==> config.mk <==
export PLATFORM = sky130hd
export DESIGN_NAME = uart_mmio_fifo_flat
export DESIGN_NICKNAME = d
export VERILOG_FILES = /design/src/rtl/uart_mmio_fifo_if.sv /design/src/rtl/uart_mmio_fifo.sv /design/src/flat_wrapper.sv
export SDC_FILE = /design/constraint.sdc
export NUM_CORES = 1
export LEC_CHECK = 0
export ABC_AREA = 1
export CAP_MARGIN = 20
export CORE_ASPECT_RATIO = 0.5
export CORE_MARGIN = 3
export CORE_UTILIZATION = 50
export DETAILED_ROUTE_END_ITERATION = 7
export GPL_TIMING_DRIVEN = 0
export PLACE_DENSITY = 0.81
export SKIP_LAST_GASP = 1
export SYNTH_ARGS = -nofsm -noshare
export SYNTH_HDL_FRONTEND = slang
export SYNTH_SLANG_ARGS = --single-unit
==> constraint.sdc <==
create_clock -name clk -period 2.9 [get_ports clk]
set_input_delay 0.87 -clock clk [delete_from_list [all_inputs] [get_ports clk]]
set_output_delay 0.87 -clock clk [all_outputs]
set_load 0.03 [all_outputs]
==> src/rtl/uart_mmio_fifo_if.sv <==
// CPU load/store bus between the pipeline and the UART MMIO block.
interface uart_mmio_fifo_if;
  logic [31:0] addr;
  logic [31:0] wdata;
  logic        rd_en;
  logic        wr_en;
  logic        stall;
  logic        hit;
  logic [31:0] rdata;

  modport master (
    output addr, wdata, rd_en, wr_en, stall,
    input  hit, rdata
  );

  modport slave (
    input  addr, wdata, rd_en, wr_en, stall,
    output hit, rdata
  );
endinterface

==> src/rtl/uart_mmio_fifo.sv <==
// Memory-mapped UART front end: TX/RX byte FIFOs, status/control/flag
// registers and a registered level interrupt.
module uart_mmio_fifo #(
  parameter int unsigned DEPTH = 8,
  parameter int unsigned AW    = 3
) (
  input  logic             clk,
  input  logic             rst,
  uart_mmio_fifo_if.slave  bus,
  output logic [7:0]       tx_data,
  output logic             tx_valid,
  input  logic             tx_ready,
  input  logic [7:0]       rx_data,
  input  logic             rx_valid,
  output logic             rx_ready,
  output logic             irq
);

  localparam int unsigned CW = AW + 1;
  localparam logic [CW-1:0] FULL = CW'(DEPTH);

  localparam logic [2:0] OFF_TX_STAT = 3'd0;
  localparam logic [2:0] OFF_RX_STAT = 3'd1;
  localparam logic [2:0] OFF_TX_DATA = 3'd2;
  localparam logic [2:0] OFF_RX_DATA = 3'd3;
  localparam logic [2:0] OFF_CTRL    = 3'd4;
  localparam logic [2:0] OFF_COUNTS  = 3'd5;
  localparam logic [2:0] OFF_FLAGS   = 3'd6;

  logic [7:0]    tx_mem [DEPTH];
  logic [7:0]    rx_mem [DEPTH];
  logic [AW-1:0] tx_wr, tx_rd, rx_wr, rx_rd;
  logic [CW-1:0] tx_cnt, rx_cnt;
  logic          tx_ovf, rx_ovf, rx_ie, tx_ie;

  logic          region, commit, wr_commit, rd_commit;
  logic [2:0]    off;
  logic          tx_push, tx_pop, tx_ovf_set;
  logic          rx_push, rx_pop, rx_ovf_set;
  logic          flag_wr;
  logic [31:0]   rdata_c;
  logic          unused_bits;

  assign unused_bits = ^{bus.addr[27:5], bus.addr[1:0], bus.wdata[31:8]};

  // Address decode; a write wins over a read in the same cycle
  assign region    = (bus.addr[31:28] == 4'b1000);
  assign off       = bus.addr[4:2];
  assign bus.hit   = region && (bus.rd_en || bus.wr_en);
  assign commit    = bus.hit && !bus.stall;
  assign wr_commit = commit && bus.wr_en;
  assign rd_commit = commit && bus.rd_en && !bus.wr_en;

  // Fullness/emptiness judged on pre-edge counts
  assign tx_valid   = (tx_cnt != '0);
  assign tx_data    = tx_mem[tx_rd];
  assign tx_pop     = tx_valid && tx_ready;
  assign tx_push    = wr_commit && (off == OFF_TX_DATA) && (tx_cnt != FULL);
  assign tx_ovf_set = wr_commit && (off == OFF_TX_DATA) && (tx_cnt == FULL);

  assign rx_ready   = (rx_cnt != FULL);
  assign rx_push    = rx_valid && rx_ready;
  assign rx_ovf_set = rx_valid && (rx_cnt == FULL);
  assign rx_pop     = rd_commit && (off == OFF_RX_DATA) && (rx_cnt != '0);

  assign flag_wr    = wr_commit && (off == OFF_FLAGS);

  always_comb begin
    rdata_c = '0;
    if (bus.hit) begin
      case (off)
        OFF_TX_STAT: rdata_c = {31'b0, (tx_cnt != FULL)};
        OFF_RX_STAT: rdata_c = {31'b0, (rx_cnt != '0)};
        OFF_RX_DATA: if (rx_cnt != '0) rdata_c = {24'b0, rx_mem[rx_rd]};
        OFF_CTRL:    rdata_c = {30'b0, tx_ie, rx_ie};
        OFF_COUNTS:  rdata_c = 32'(tx_cnt) | (32'(rx_cnt) << 16);
        OFF_FLAGS:   rdata_c = {30'b0, rx_ovf, tx_ovf};
        default:     rdata_c = '0;
      endcase
    end
  end

  assign bus.rdata = rdata_c;

  // Storage is never reset; pointers and counts define what is valid
  always_ff @(posedge clk) begin
    if (tx_push) tx_mem[tx_wr] <= bus.wdata[7:0];
    if (rx_push) rx_mem[rx_wr] <= rx_data;
  end

  always_ff @(posedge clk) begin
    if (rst) begin
      tx_wr  <= '0;
      tx_rd  <= '0;
      tx_cnt <= '0;
    end else begin
      if (tx_push) tx_wr <= tx_wr + AW'(1);
      if (tx_pop)  tx_rd <= tx_rd + AW'(1);
      case ({tx_push, tx_pop})
        2'b10:   tx_cnt <= tx_cnt + CW'(1);
        2'b01:   tx_cnt <= tx_cnt - CW'(1);
        default: tx_cnt <= tx_cnt;
      endcase
    end
  end

  always_ff @(posedge clk) begin
    if (rst) begin
      rx_wr  <= '0;
      rx_rd  <= '0;
      rx_cnt <= '0;
    end else begin
      if (rx_push) rx_wr <= rx_wr + AW'(1);
      if (rx_pop)  rx_rd <= rx_rd + AW'(1);
      case ({rx_push, rx_pop})
        2'b10:   rx_cnt <= rx_cnt + CW'(1);
        2'b01:   rx_cnt <= rx_cnt - CW'(1);
        default: rx_cnt <= rx_cnt;
      endcase
    end
  end

  // Control, sticky flags (set beats clear) and registered interrupt
  always_ff @(posedge clk) begin
    if (rst) begin
      rx_ie  <= 1'b0;
      tx_ie  <= 1'b0;
      tx_ovf <= 1'b0;
      rx_ovf <= 1'b0;
      irq    <= 1'b0;
    end else begin
      if (wr_commit && (off == OFF_CTRL)) begin
        rx_ie <= bus.wdata[0];
        tx_ie <= bus.wdata[1];
      end
      tx_ovf <= tx_ovf_set || (tx_ovf && !(flag_wr && bus.wdata[0]));
      rx_ovf <= rx_ovf_set || (rx_ovf && !(flag_wr && bus.wdata[1]));
      irq    <= (rx_ie && (rx_cnt != '0)) || (tx_ie && (tx_cnt == '0))
                || tx_ovf || rx_ovf;
    end
  end

endmodule

==> src/flat_wrapper.sv <==
// flat-port wrapper written by rule: the top's interface ports become plain ports
module uart_mmio_fifo_flat 
#(
  parameter int unsigned DEPTH = 8,
  parameter int unsigned AW    = 3
)
  (clk, rst, tx_data, tx_valid, tx_ready, rx_data, rx_valid, rx_ready, irq, bus_addr, bus_wdata, bus_rd_en, bus_wr_en, bus_stall, bus_hit, bus_rdata);
  uart_mmio_fifo_if bus_i ();
  input  logic clk;
  input  logic rst;
  output logic [7:0] tx_data;
  output logic tx_valid;
  input  logic tx_ready;
  input  logic [7:0] rx_data;
  input  logic rx_valid;
  output logic rx_ready;
  output logic irq;
  input wire logic [$bits(bus_i.addr)-1:0] bus_addr;
  input wire logic [$bits(bus_i.wdata)-1:0] bus_wdata;
  input wire logic [$bits(bus_i.rd_en)-1:0] bus_rd_en;
  input wire logic [$bits(bus_i.wr_en)-1:0] bus_wr_en;
  input wire logic [$bits(bus_i.stall)-1:0] bus_stall;
  output wire logic [$bits(bus_i.hit)-1:0] bus_hit;
  output wire logic [$bits(bus_i.rdata)-1:0] bus_rdata;
  assign bus_i.addr = bus_addr;
  assign bus_i.wdata = bus_wdata;
  assign bus_i.rd_en = bus_rd_en;
  assign bus_i.wr_en = bus_wr_en;
  assign bus_i.stall = bus_stall;
  assign bus_hit = bus_i.hit;
  assign bus_rdata = bus_i.rdata;
  uart_mmio_fifo #(.DEPTH(DEPTH), .AW(AW)) u_core (.clk(clk), .rst(rst), .bus(bus_i), .tx_data(tx_data), .tx_valid(tx_valid), .tx_ready(tx_ready), .rx_data(rx_data), .rx_valid(rx_valid), .rx_ready(rx_ready), .irq(irq));
endmodule
# ---- After elaboration in Yosys (flattened, before gate mapping)
# Memories as Yosys holds them, arrays and structs flattened. A register that Yosys moved wholly into a read port is not among the register bits.
# Index checks and enable logic that the tools add are counted.
dict set report word_totals {
  ramBits 128
  n_memories 2
  in_bits 79
  reg_bits 25
}
# name depth width read_ports rd_clocked_by_memory_dff wr line_no
set mem_list {}
lappend mem_list {u_core.rx_mem 8 8 1 1 1 uart_mmio_fifo.sv:31} ;# logic [7:0] rx_mem [DEPTH];
lappend mem_list {u_core.tx_mem 8 8 1 1 1 uart_mmio_fifo.sv:30} ;# logic [7:0] tx_mem [DEPTH];
dict set report op_classes {
  addsub 8
  n_reduce_logical 37
  eq_ne 15
  n_bitwise 1
  muxes 13
}
# op n
set ops {}
lappend ops {{$pmux 32 s6} 1}
lappend ops {{$mux 32} 1}
lappend ops {{$logic_and 1x1->1} 21}
lappend ops {{$or 4x20->20} 1}
lappend ops {{$pmux 4 s2} 2}
lappend ops {{$add 3x1->3 const B} 4}
lappend ops {{$eq 4x4->1 const B} 3}
lappend ops {{$mux 3} 4}
lappend ops {{$eq 3x3->1 const B} 3}
lappend ops {{$add 4x1->4 const B} 2}
lappend ops {{$mux 8} 1}
lappend ops {{$ne 4x4->1 const B} 2}
lappend ops {{$reduce_bool 4->1} 2}
lappend ops {{$sub 4x1->4 const B} 2}
lappend ops {{$eq 3x2->1 const B} 2}
lappend ops {{$logic_or 1x1->1} 6}
lappend ops {{$eq 2x1->1 const B} 2}
lappend ops {{$eq 2x2->1 const B} 2}
lappend ops {{$logic_not 1->1} 4}
lappend ops {{$logic_not 4->1} 1}
lappend ops {{$mux 1} 4}
lappend ops {{$reduce_bool 2->1} 2}
lappend ops {{$eq 3x1->1 const B} 1}
lappend ops {{$logic_not 3->1} 1}

# ---- Depth between registers and ports, before layout
# Gate-level depths: netlist (run 1).
dict set report logic_depth {
  depth_word 9
  ltp_mapped 16
  depth_no_buf 16
}

# ---- Worst setup path before layout (run 1)
# OpenSTA, ideal clock, no wires.
dict set report synth_timing {
  kind {input to output}
  start {input port bus_addr[29]}
  end {output port bus_rdata[2]}
  path_stages 5
  n_path_buf 0
  setup_slack_ns -0.074
  arrival_ns 2.104
  cell_sequence {nor2_2 -> nand4_4 -> inv_1 -> o211ai_1 -> a21oi_1}
}
dict set report synth_via {
  elab_chain_cells 3
}
# item line_no
set synth_lines {}
lappend synth_lines {{start, declared} flat_wrapper.sv:18} ;# input wire logic [$bits(bus_i.addr)-1:0] bus_addr;
lappend synth_lines {{$eq 4x4->1} uart_mmio_fifo.sv:47} ;# assign region = (bus.addr[31:28] == 4'b1000);
lappend synth_lines {{$logic_and 1x1->1} uart_mmio_fifo.sv:49} ;# assign bus.hit = region && (bus.rd_en || bus.wr_en);
lappend synth_lines {{via bus_hit} flat_wrapper.sv:23} ;# output wire logic [$bits(bus_i.hit)-1:0] bus_hit;
lappend synth_lines {{$mux 32} uart_mmio_fifo.sv:70} ;# if (bus.hit) begin
lappend synth_lines {{end, declared} flat_wrapper.sv:24} ;# output wire logic [$bits(bus_i.rdata)-1:0] bus_rdata;
# The timed path passes the listed nets, and every way through them passes these cells.

==> metrics, run 1 <==
unrepaired setup endpoints after global routing=true; Critical R2R Capture=u_core.rx_cnt[2]; Area Overhead vs Synth=21.3%; Die Ht=88.9 um; Synth cell types=36; layout cell share with drive strength beyond 1=0.170; Core Footprint=13100 um^2; final hold violation count=0; Power Density=739 nW/um^2; Wirelength per Cell=roughly 17 um; Vias/cell=5.47; dpl cells=896; io pins=123; Slew Limit Fails=0; most frequent cells in the layout=136 x nor2_1, 128 x edfxtp_1, 82 x nand2_1, 62 x o21ai_0, 39 x inv_1; Finished Layout Cells=930; leading cell type in the layout, fill and taps excluded=nor2_1; sequential area share after synthesis=0.649; Reg clk slew, reported paths=about 0.060 ns; Max Cap Viol=0; post-layout net count=836; worst hold path class=reg -> reg; cts hold-fix bufs=0; largest net degree at the start of global routing=17; worst r2r src=u_core.rx_cnt[1]; CP Class=reg -> out; Slew HR=0.325; DR DRC count=0; Pwr Total=6160 uW; drt first pass iters=5; Final WS setup=0.0909 ns; P_leak=0.00318 uW; total length of routed wires=16000 um; hold_ws=0.467 ns; DRT antenna net count=0; Worst Path Arrival=1.94 ns; yosys warns=0; Post-Syn Area=roughly 6900 um^2; clock latency on the worst-skew pair=about 0.42 ns; Min-Delay Endpoint=u_core.tx_rd[2]; syn avg cell area=10.5 um^2; CP Max Fanout=10; Achievable Freq=around 360 MHz; r2r setup slk=roughly 0.5 ns; global routing usage on met2=0.383; worst slew pin tran=between 1 and 1.5 ns; min cycle time layout=roughly 2.8 ns; initial drt markers=~470; clock root cell=clkbuf_16; hold path depth=2; initial antenna violation count=0; dpl hpwl=around 10000 um; GPL Wtd Cong=0.813; run status=complete, no violations; Worst EP required=about 2.0 ns; ys flop type=edfxtp_1; Die Width=172 um; VDD IR max=0.381 mV; Yosys reg bits=between 150 and 200; gr ovfl total=0; Post-synth EDFFs=128; die area=roughly 15000 um^2; # setup viols final=0; total track usage=0.218; Place WS=-0.946 ns; H-tree Lvls=4; Reg2Reg Depth=15; Critical Path Start Type=flip-flop; Worst Hold Launch=u_core.tx_rd[2]; CTS Buf Count=17; clock tree buffer depth=2; # rows=29; fraction of registers with async set/reset=0; CTS tree=done; Setup crit end kind=output pin; GRT busiest layer=met2; ant diodes=0; PortBufs=52; Final Cycle Share=0.969; via count=5084; # clock sinks=about 160; Synth Instances=653; clock skew=0.00749 ns; fill count=around 1000; Starting Density=0.526; met1 usage=0.267; met3 Usage GRT=0.0464; vias in the first global route=5093; first-pass GRT wire length=25200 um
==> registers in the layout, summed over array words and instances (netlist names), 3 cells and up, named ones only <==
| register | flops |
|---|---|
| u_core.rx_cnt | 4 |
| u_core.rx_mem | 64 |
| u_core.rx_rd | 3 |
| u_core.rx_wr | 3 |
| u_core.tx_cnt | 4 |
| u_core.tx_mem | 64 |
| u_core.tx_rd | 3 |
| u_core.tx_wr | 3 |
==> how the worst max path moves through the flow <==
stage / startpoint / endpoint
2_1_floorplan: bus_addr[29] / bus_rdata[2]
3_3_place_gp: bus_addr[2] / bus_rdata[4]
3_5_place_dp: bus_addr[2] / bus_rdata[4]
4_1_cts: bus_addr[28] / bus_rdata[4]
5_1_grt: flip-flop / bus_rdata[3]
6_report: flip-flop / bus_rdata[2]
==> through the flow <==
stage / TNS, ns / area, um^2 / util
2_1_floorplan: -0.148 / 6950 / -
4_1_cts: -0.0860 / 8310 / 0.636
6_report: 0 / 8340 / 0.639
3_5_place_dp: -38.07 / 7710 / 0.590
3_3_place_gp: -44.61 / 7680 / 0.588
5_1_grt: -0.0714 / 8340 / 0.639
==> Yosys cell counts (2+ instances only) <==
library cell / number / share of area
o211ai_1: 8 / 0.0087
buf_4: 20 / 0.022
nor3_1: 9 / 0.0065
a31oi_1: 3 / 0.0027
nor2_1: 137 / 0.075
inv_1: 45 / 0.025
o32ai_1: 16 / 0.020
buf_2: 6 / 0.0044
edfxtp_1: 128 / 0.56
a21oi_1: 26 / 0.019
nand3_1: 23 / 0.017
nor2_4: 2 / 0.0033
nand2_1: 85 / 0.046
dfxtp_1: 31 / 0.090
xnor2_1: 2 / 0.0025
ha_1: 10 / 0.018
nand4_1: 3 / 0.0027
clkbuf_1: 14 / 0.0076
o22ai_1: 3 / 0.0027
xor2_1: 3 / 0.0038
o21ai_1: 2 / 0.0015
nor3_2: 2 / 0.0029
o21ai_0: 62 / 0.045
==> report_power, final <==
group          switching [uW]  internal, uW  total, uW
combinational             870           464       1330
sequential               70.8          2540       2610
clock                     935          1290       2220
==> cells by family after synthesis <==
| group | Yosys count | synth area share |
|---|---|---|
| compound gates | 122 | 0.102 |
| fa+ha+maj | 10 | 0.0182 |
| other cells | 1 | 0.000545 |
| buf+inv | 89 | 0.0608 |
| flops | 159 | 0.649 |
| xor+xnor | 5 | 0.00637 |
| simple gates | 267 | 0.163 |
==> worst max-delay path, cell delays in order, from the launching register on <==
cell and delay [ns]:
dfxtp_1 0.44, inv_1 0.13, clkbuf_4 0.22, o21ai_0 0.20, nand3_1 0.10, nand3_1 0.15
a21oi_1 0.09, buf_4 0.18
==> timing repair <==
| action | in CTS | in global routing |
|---|---|---|
| gates resized for setup | 116 | 56 |
| cloned | 0 | 0 |
| buffers inserted | 2 | 2 |
| setup endpoints to repair | 27 | 24 |
| pin swaps | 7 | 8 |
==> routing by layer <==
| metal | share of wire | wire, um |
|---|---|---|
| met2 | 0.48 | 7750 |
| met1 | 0.42 | 6650 |
| met5 | 0 | 0 |
| met4 | 0.027 | 429 |
| met3 | 0.074 | 1190 |
==> final cells by class <==
| type | count | area (um^2) | share of cell area |
|---|---|---|---|
| buffer | 39 | 272 | 0.0326 |
| clock buffer | 19 | 433 | 0.0519 |
| clock inverter | 13 | 153 | 0.0183 |
| inverter | 48 | 184 | 0.0221 |
| multi-input combinational | 424 | 2120 | 0.255 |
| sequential | 159 | 4470 | 0.536 |
| tap | 170 | 213 | 0.0255 |
| timing repair buffer | 58 | 493 | 0.0591 |
(Power assumes the default switching activity.)
==> run 2, diff against run 1 <==
- ABC_AREA: 1 -> not set
==> run 2 against run 1 <==
The run now ends with setup timing left. Register-to-register slack worse by 0.17 ns. Combinational power down 82%. Synthesized cell count down 34%. Highest routed layer unchanged.
==> metrics, run 2 <==
Switch Pwr=1110 uW (-41%); sequential area share after synthesis=0.649 (about the same); Max Cap Viol=0 (unchanged); Synth Area in Simple Gates=0.0957 (-0.0670); Critical Path Start Type=input pin; VDD IR max=0.360 mV (-5.5%); xor/xnor share of the synthesized area=0.0138 (+0.00745); run status=finished, violations left; Post-Syn Area=6880 um^2 (about the same); initial drt markers=267 (-43%); Synth cell types=57 (+58%); Worst Hold Launch=u_core.tx_rd[1]; failing checks=setup timing; worst slew pin tran=0.975 ns (-0.0341 ns); drt first pass iters=4 (-1); via count=3961 (-22%); most common cell in the netlist=edfxtp_1; top routing layer used=met4; CP Class=in -> out; layout cell share with drive strength beyond 1=0.358 (+0.188); Setup crit end kind=output pin; Largest regs=u_core.rx_mem x64, u_core.tx_mem x64; total track usage=0.195 (-0.0231); Worst Path Arrival=2.20 ns (+0.26 ns); synth cell count leaders=128 x edfxtp_1, 34 x nor2_1, 32 x mux4_2, 31 x dfxtp_1, 21 x buf_4; Achievable Freq=326 MHz (-8.4%); Final TNS setup=-1.12 ns (-1.12 ns); unrepaired setup endpoints after global routing=true; leading cell type in the layout, fill and taps excluded=edfxtp_1; worst r2r src=u_core.tx_cnt[1]; Yosys reg bits=159 (unchanged); met3 WL=805 um (-32%); crit-path cells=buf_6, nor4b_4, o21ai_2, inv_2, and4b_2, buf_12, o2bb2ai_4, buf_6; Starting Density=0.527 (about the same); Final WS setup=-0.165 ns (-0.256 ns); PortBufs=51 (-1.9%); clock tree buffer depth=2 (unchanged); CTS Buf Count=17 (unchanged); worst hold path class=reg -> reg; clock latency on the worst-skew pair=0.42 ns (about the same); Die Width=172 um (about the same); gr ovfl total=0 (unchanged); min cycle time layout=3.07 ns (+0.256 ns); register area=4470 um^2 (about the same); top cell type's share of synthesized area=0.559 (about the same); clock skew=0.00687 ns (-0.000627 ns); met2 WL=7460 um (-3.8%); Clk pwr share=0.452 (+0.092); Compound-Gate Fraction of Synth Area=0.0278 (-0.0744); Power Internal=3880 uW (-9.5%); largest net degree at the start of global routing=17 (unchanged); DRT antenna net count=0 (unchanged); initial antenna violation count=0 (unchanged); slowest CP cell=and4b_2; # setup viols final=12 (+12); Layout Utilization=0.666 (+0.0271); CTS tree=done; combinational share of power=0.049 (-0.168); io pins=123 (unchanged); M1 WL=5710 um (-14%); yosys warns=0 (unchanged); most frequent cells in the layout=128 x edfxtp_1, 40 x buf_4, 32 x mux4_2, 30 x nor2_1, 29 x dfxtp_1; Slew Limit Fails=0 (unchanged); Wirelength per Cell=19.5 um (+13%); main combinational cell family by area after synthesis=multiplexers; r2r setup slk=0.34 ns (-0.17 ns); Core Footprint=13100 um^2 (unchanged); # clock sinks=159 (unchanged); dpl hpwl=9010 um (-12%); hold_ws=0.492 ns (+0.0250 ns); CP Max Fanout=5 (-5); max incr delay on CP=0.31 ns (-0.13 ns); Worst Setup SP=bus_addr[29]; GPL Wtd Cong=0.811 (-0.23%); Reg clk slew, reported paths=0.06 ns (about the same); Switching Share=0.222 (-0.0818); ys flop type=edfxtp_1; Post-synth EDFFs=128 (unchanged); P_leak=0.00303 uW (-4.6%); clock root cell=clkbuf_16; ant diodes=0 (unchanged); Area Overhead vs Synth=26.4%; top cells by area, synth=edfxtp_1 56%, mux4_2 10%, dfxtp_1 9.0%; first-pass GRT wire length=21900 um (-13%); total length of routed wires=14200 um (-12%); fraction of registers with async set/reset=0 (unchanged); Flop pwr share=0.500 (+0.077); DR DRC count=0 (unchanged); final hold violation count=0 (unchanged); area leader, netlist=edfxtp_1; die area=15300 um^2 (about the same); post-synthesis mux area share=0.153 (+0.153); Synth Instances=433 (-34%); Die Ht=89.0 um (about the same); cell with the most instances on the worst path=buf_6; Vias/cell=5.46 (-0.20%); # rows=29 (unchanged); Final Cycle Share=1.06 (+0.0883); vias in the first global route=3938 (-23%); Finished Layout Cells=726 (-22%); dpl cells=681 (-24%); fill count=869 (-15%); post-layout net count=632 (-24%); Worst EP required=2.03 ns (about the same); Adder-Cell Fraction of Synth Area=0.0182 (about the same); H-tree Lvls=4 (unchanged); Power Density=574 nW/um^2 (-22%); cts hold-fix bufs=0 (unchanged); Slew HR=0.347 (+0.0228); syn avg cell area=15.9 um^2 (+51%); area of the multi-input gates=2380 um^2 (+12%)
[run 2: power groups by stage]
stage               Sequential [uW]  Combinational [uW]  Clock [uW]
finish                         2500                 243        2260
global route                   2500                 263        2400
CTS                            2500                 238        2290
detailed placement             2540                 229           0
global placement               2540                 222           0
floorplan                      2540                 139           0
[run 2: layer usage]
metal | track usage | vias up
met4 | 0.0673 | 0
met2 | 0.337 | 127
met5 | 0 | -
li1 | - | 1853
met3 | 0.0543 | 21
met1 | 0.241 | 1960
[run 2: logic make-up (layout without fill, tap and decap cells)]
logic type | Yosys count | after routing
AOI/OAI and AO/OA | 30 | 30
xor gates and xnor gates | 10 | 10
adders and majority gates | 10 | 10
buffers and inverters | 49 | 153
DFF | 159 | 159
muxes | 63 | 63
other | 1 | 20
and+or+nand+nor | 111 | 111
[run 2: critical path: cells and delay by family]
| kind | cells | cell delay [ns] |
|---|---|---|
| AND/OR/NAND/NOR | 2 | 0.61 |
| AO/OA/AOI/OAI | 2 | 0.25 |
| buffers and inverters | 4 | 0.45 |
[run 2: repair_timing]
item                                    in CTS  in global routing
endpoints found under the setup margin      53                 16
gates resized for setup                    173                 10
cloned                                       0                  1
buffers inserted                             7                  6
pin swaps                                    8                  7
endpoints found under the hold margin        0                  0
[run 2: final cells by class]
class,instances,share of cell area
Multi-Input combinational cell,244,0.274
Inverter,6,0.00288
Buffer,42,0.0367
Timing Repair Buffer,73,0.0786
Sequential cell,159,0.514
Tap cell,170,0.0245
Clock inverter,15,0.0206
Clock buffer,17,0.0489
[run 2: final timing paths]
check | to | depth (start not counted)
setup / recovery | bus_rdata[3] | 8
hold / removal | flip-flop | 2
setup reg to reg | u_core.tx_cnt[2] | 12
hold reg to reg | flip-flop | 2
[run 2: stage by stage]
| step | cell area (um^2) | power [uW] | worst slack [ns] |
|---|---|---|---|
| after floorplan | 7030 | 2680 | -0.0722 |
| after global placement | 7750 | 2770 | -1.37 |
| after detailed placement | 7830 | 2770 | -1.19 |
| after CTS | 8580 | 5020 | -0.166 |
| after global routing | 8690 | 5160 | -0.223 |
| final | 8690 | 4990 | -0.165 |
==> run 3, diff against run 2 <==
- CORE_MARGIN: 3 -> 1.5
==> run 3 against run 2 <==
Final cell count rose by 0.55%. Flip-flop and latch count is the same. Die area fell by 5.1%. Clock power shrank 8%. Final area down 0.96%. First-iteration DRC count fell by 14%. Critical path type unchanged. Largest cell class unchanged. Register-to-register slack worse by 0.08 ns. Total power fell by 3.3%. The flow still finishes with violations (setup timing).
==> metrics, run 3 (synthesized netlist as in run 2, its figures left out) <==
run status=finished, violations left; P_leak=0.00300 uW (-1.2%); most frequent cells in the layout=128 x edfxtp_1, 39 x buf_4, 32 x mux4_2, 30 x nor2_1, 29 x dfxtp_1; Largest regs=u_core.rx_mem x64, u_core.tx_mem x64; CP Max Fanout=5 (unchanged); Final Cycle Share=1.06 (+0.00395); initial drt markers=229 (-14%); DRT antenna net count=0 (unchanged); min cycle time layout=3.08 ns (+0.0114 ns); fill count=916 (+5.4%); clock root cell=clkbuf_16; Wirelength per Cell=19.1 um (-2.2%); GPL Wtd Cong=0.786 (-3.0%); leading cell type in the layout, fill and taps excluded=edfxtp_1; layout cell share with drive strength beyond 1=0.356 (-0.00232); die area=14500 um^2 (-5.1%); CTS tree=done; Setup crit end kind=output pin; io pins=123 (unchanged); CP Class=in -> out; Starting Density=0.511 (-0.0161); Vias/cell=5.43 (-0.47%); cts hold-fix bufs=0 (unchanged); design area=8610 um^2 (-0.96%); largest net degree at the start of global routing=17 (unchanged); # setup viols final=12 (unchanged); H-tree Lvls=4 (unchanged); Final WS setup=-0.177 ns (-0.0114 ns); Slew HR=0.334 (-0.0138); Die Ht=86.0 um (-3.4%); Max Cap Viol=0 (unchanged); clock skew=0.00716 ns (+0.000291 ns); worst slew pin tran=0.992 ns (+0.0166 ns); worst hold path class=reg -> reg; first-pass GRT wire length=21300 um (-2.5%); failing checks=setup timing; final hold violation count=0 (unchanged); clock tree buffer depth=2 (unchanged); CTS Buf Count=17 (unchanged); Achievable Freq=325 MHz (-0.37%); Area Overhead vs Synth=25.2%; Core Footprint=13500 um^2 (+3.2%); Worst EP required=2.03 ns (about the same); total track usage=0.200 (+0.00540); unrepaired setup endpoints after global routing=true; vias in the first global route=3933 (-0.13%); Power Density=561 nW/um^2 (-2.3%); Final TNS setup=-1.11 ns (+0.0157 ns); ant diodes=0 (unchanged); # clock sinks=159 (unchanged); initial antenna violation count=0 (unchanged); Post-DP Area=7840 um^2 (about the same); Critical Path Start Type=input pin; DR DRC count=0 (unchanged); total length of routed wires=13900 um (-1.7%); Slew Limit Fails=0 (unchanged); Worst Path Arrival=2.21 ns (about the same); # rows=30 (+3.4%); Die Width=169 um (-1.7%); VDD IR max=0.445 mV (+24%); PortBufs=51 (unchanged); gr ovfl total=0 (unchanged); Reg clk slew, reported paths=0.07 ns (about the same); post-layout net count=631 (-0.16%); dpl hpwl=9020 um (+0.12%); clock latency on the worst-skew pair=0.42 ns (about the same); via count=3964 (+0.076%); drt first pass iters=5 (+1)
[run 3: cell count changes in the layout (fill, tap and decap cells not counted), moves of 2 or more]
| cell | previous run | this run |
|---|---|---|
| clkinvlp_4 | 2 | 5 |
| bufinv_16 | 2 | 0 |
| mux2i_2 | 0 | 3 |
| mux2i_4 | 2 | 0 |
| nor2_2 | 2 | 0 |
| buf_8 | 2 | 0 |
| nor2_4 | 2 | 4 |
| buf_2 | 15 | 17 |
[run 3: final timing paths]
path / startpoint / end / slack, ns / cells after the start
setup reg to reg: u_core.rx_cnt[0] / u_core.rx_mem[0][0] / 0.26 / 6
hold reg to reg: u_core.tx_rd[1] / flip-flop / 0.49 / 2
hold / removal: u_core.tx_rd[1] / flip-flop / 0.49 / 2
setup / recovery: bus_addr[29] / bus_rdata[3] / -0.18 / 8
[run 3: layer usage]
| metal | up-vias | part of all wire | routed length, um | track usage |
|---|---|---|---|---|
| li1 | 1835 | - | - | - |
| met1 | 1986 | 0.41 | 5700 | 0.243 |
| met2 | 113 | 0.53 | 7320 | 0.356 |
| met3 | 30 | 0.048 | 673 | 0.0494 |
| met4 | 0 | 0.018 | 246 | 0.0657 |
| met5 | - | 0 | 0 | 0 |
[run 3: area by class of cell]
class / instances / area, um^2 / share of cell area
Buffer: 42 / 317 / 0.0368
Clock buffer: 17 / 425 / 0.0494
Multi-Input combinational cell: 244 / 2370 / 0.275
Timing Repair Buffer: 72 / 662 / 0.0769
Tap cell: 176 / 220 / 0.0256
Sequential cell: 159 / 4470 / 0.519
Clock inverter: 14 / 129 / 0.0150
Inverter: 6 / 25.0 / 0.00291
[run 3: worst max-delay path, cell delays in order]
cell	delay [ns]
buf_6	0.09
nor4b_4	0.34
o21ai_4	0.12
inv_2	0.09
and4b_2	0.31
buf_12	0.13
o2bb2ai_4	0.11
buf_6	0.14
[run 3: power breakdown]
| group | switching (uW) | total (uW) | internal, uW |
|---|---|---|---|
| Sequential | 11.6 | 2500 | 2480 |
| Clock | 973 | 2090 | 1120 |
| Combinational | 143 | 240 | 97.4 |
[run 3: stage by stage]
stage	setup slack (ns)	cells	power, uW	hold WS, ns	utilization
finish	-0.177	730	4830	0.490	0.639
global route	-0.246	730	4960	0.520	0.639
CTS	-0.250	724	4830	0.487	0.632
detailed placement	-1.20	687	2780	0.484	0.582
global placement	-1.35	679	2770	0.474	0.576
floorplan	-0.0722	452	2680	0.454	-
[run 3: what timing repair did]
| item | 4_1_cts | 5_1_grt |
|---|---|---|
| endpoints found under the setup margin | 58 | 16 |
| cloned | 0 | 1 |
| gates resized for setup | 172 | 9 |
| pin swaps | 7 | 4 |
| setup buffers | 7 | 5 |
==> patch: new RTL, config.mk and constraints of run 2 <==
Register the output `irq` once more; this adds one clock of latency there. The other outputs are not delayed to match.
--- a/src/rtl/uart_mmio_fifo.sv
+++ b/src/rtl/uart_mmio_fifo.sv
@@ -27,4 +27,6 @@
   localparam logic [2:0] OFF_COUNTS  = 3'd5;
   localparam logic [2:0] OFF_FLAGS   = 3'd6;
+
+  logic irq_s0;
 
   logic [7:0]    tx_mem [DEPTH];
@@ -128,5 +130,5 @@
       tx_ovf <= 1'b0;
       rx_ovf <= 1'b0;
-      irq    <= 1'b0;
+      irq_s0 <= 1'b0;
     end else begin
       if (wr_commit && (off == OFF_CTRL)) begin
@@ -136,9 +138,13 @@
       tx_ovf <= tx_ovf_set || (tx_ovf && !(flag_wr && bus.wdata[0]));
       rx_ovf <= rx_ovf_set || (rx_ovf && !(flag_wr && bus.wdata[1]));
-      irq    <= (rx_ie && (rx_cnt != '0)) || (tx_ie && (tx_cnt == '0))
+      irq_s0 <= (rx_ie && (rx_cnt != '0)) || (tx_ie && (tx_cnt == '0))
                 || tx_ovf || rx_ovf;
     end
   end
 
+  always_ff @(posedge clk) begin
+    irq <= irq_s0;
+  end
+
 endmodule
 
Function: changed (Yosys sat finds a counterexample within 4 cycles, from zero or initial values and one cycle with rst high).
==> patch against run 2 <==
Critical path type unchanged. Global-route usage barely moved. Cell area fell by 0.39%. Routed wire length rose by 0.16%. Power fell by 1.6%. Sequential cell count rose by 1. Die area rose by 0.27%. Worst setup slack improved by 0.030 ns. Sequential share of layout area rose by 0.43 points. Area after synthesis rose by 0.29%. The flow still finishes with violations (negative setup slack). Hold slack got worse by 0.16 ns.
==> patch: results <==
[outcome]
outcome = "complete, but fails checks"
violations = "negative setup slack"

[cells_and_area]
regArea_sq_mm = 0.00449
nets = 628
drive_above_1_share_pct = 35.5

[global_route]
grtUsageMet2_pct = 35.1
track_usage_pct = 19.5
grt_pass1_vias = 3991

[timing]
worst_slack_ns = -0.135
skew_ns = 0.00809
setup_violations = 12
slew_headroom_pct = 37.2
finalSetupTns_ns = -0.572

[drt]
viasPerCell = 5.45
wirelength_met1_mm = 5.83
wl_per_cell_um = 19.7

[yosys]
synthMuxAreaShare_pct = 15.2
yosysSeqAreaShare_pct = 65.0
synth_area_per_cell_sq_um = 15.9
synthTopCellsByCount = "edfxtp_1 (128), nor2_1 (34), dfxtp_1 (32), mux4_2 (32), buf_4 (21)"

[place]
place_area_sq_mm = 0.00785
pre_cts_ws_ns = -1.19
hpwl_mm = 8.95

[power_and_ir_drop]
leakage_nw = 3.01

[worst_setup_path]
worstPathArrival_ns = 2.17

[clock_network]
cts_setup_buffers = 8
ctsResizeCount = 181
==> patch: cell types whose count changed after synthesis <==
cell     change
dfxtp_1      +1
==> patch: area by class of cell <==
class	instances	share of cell area (%)
multi-input cells	244	27.5
clock buffers	18	4.96
inverters	6	0.260
clock inverters	14	1.70
plain buffers	42	3.92
flip-flops and latches	160	51.8
well taps	170	2.46
repair buffers	68	7.37
==> patch: logic make-up (layout without fill, tap and decap cells) <==
family,Yosys count,in the layout
XOR/XNOR,10,10
flip-flops,160,160
AND/OR/NAND/NOR,111,111
AO/OA/AOI/OAI,30,30
multiplexers,63,63
buffers and inverters,49,148
other,1,20
adder cells (fa/ha/maj),10,10
==> patch: worst paths after layout <==
kind,end,slack [ns],cells after the start
hold / removal,u_core.irq,0.33,0
setup reg to reg,u_core.tx_cnt[2],0.28,12
setup / recovery,bus_rdata[2],-0.14,8
hold reg to reg,u_core.irq,0.33,0
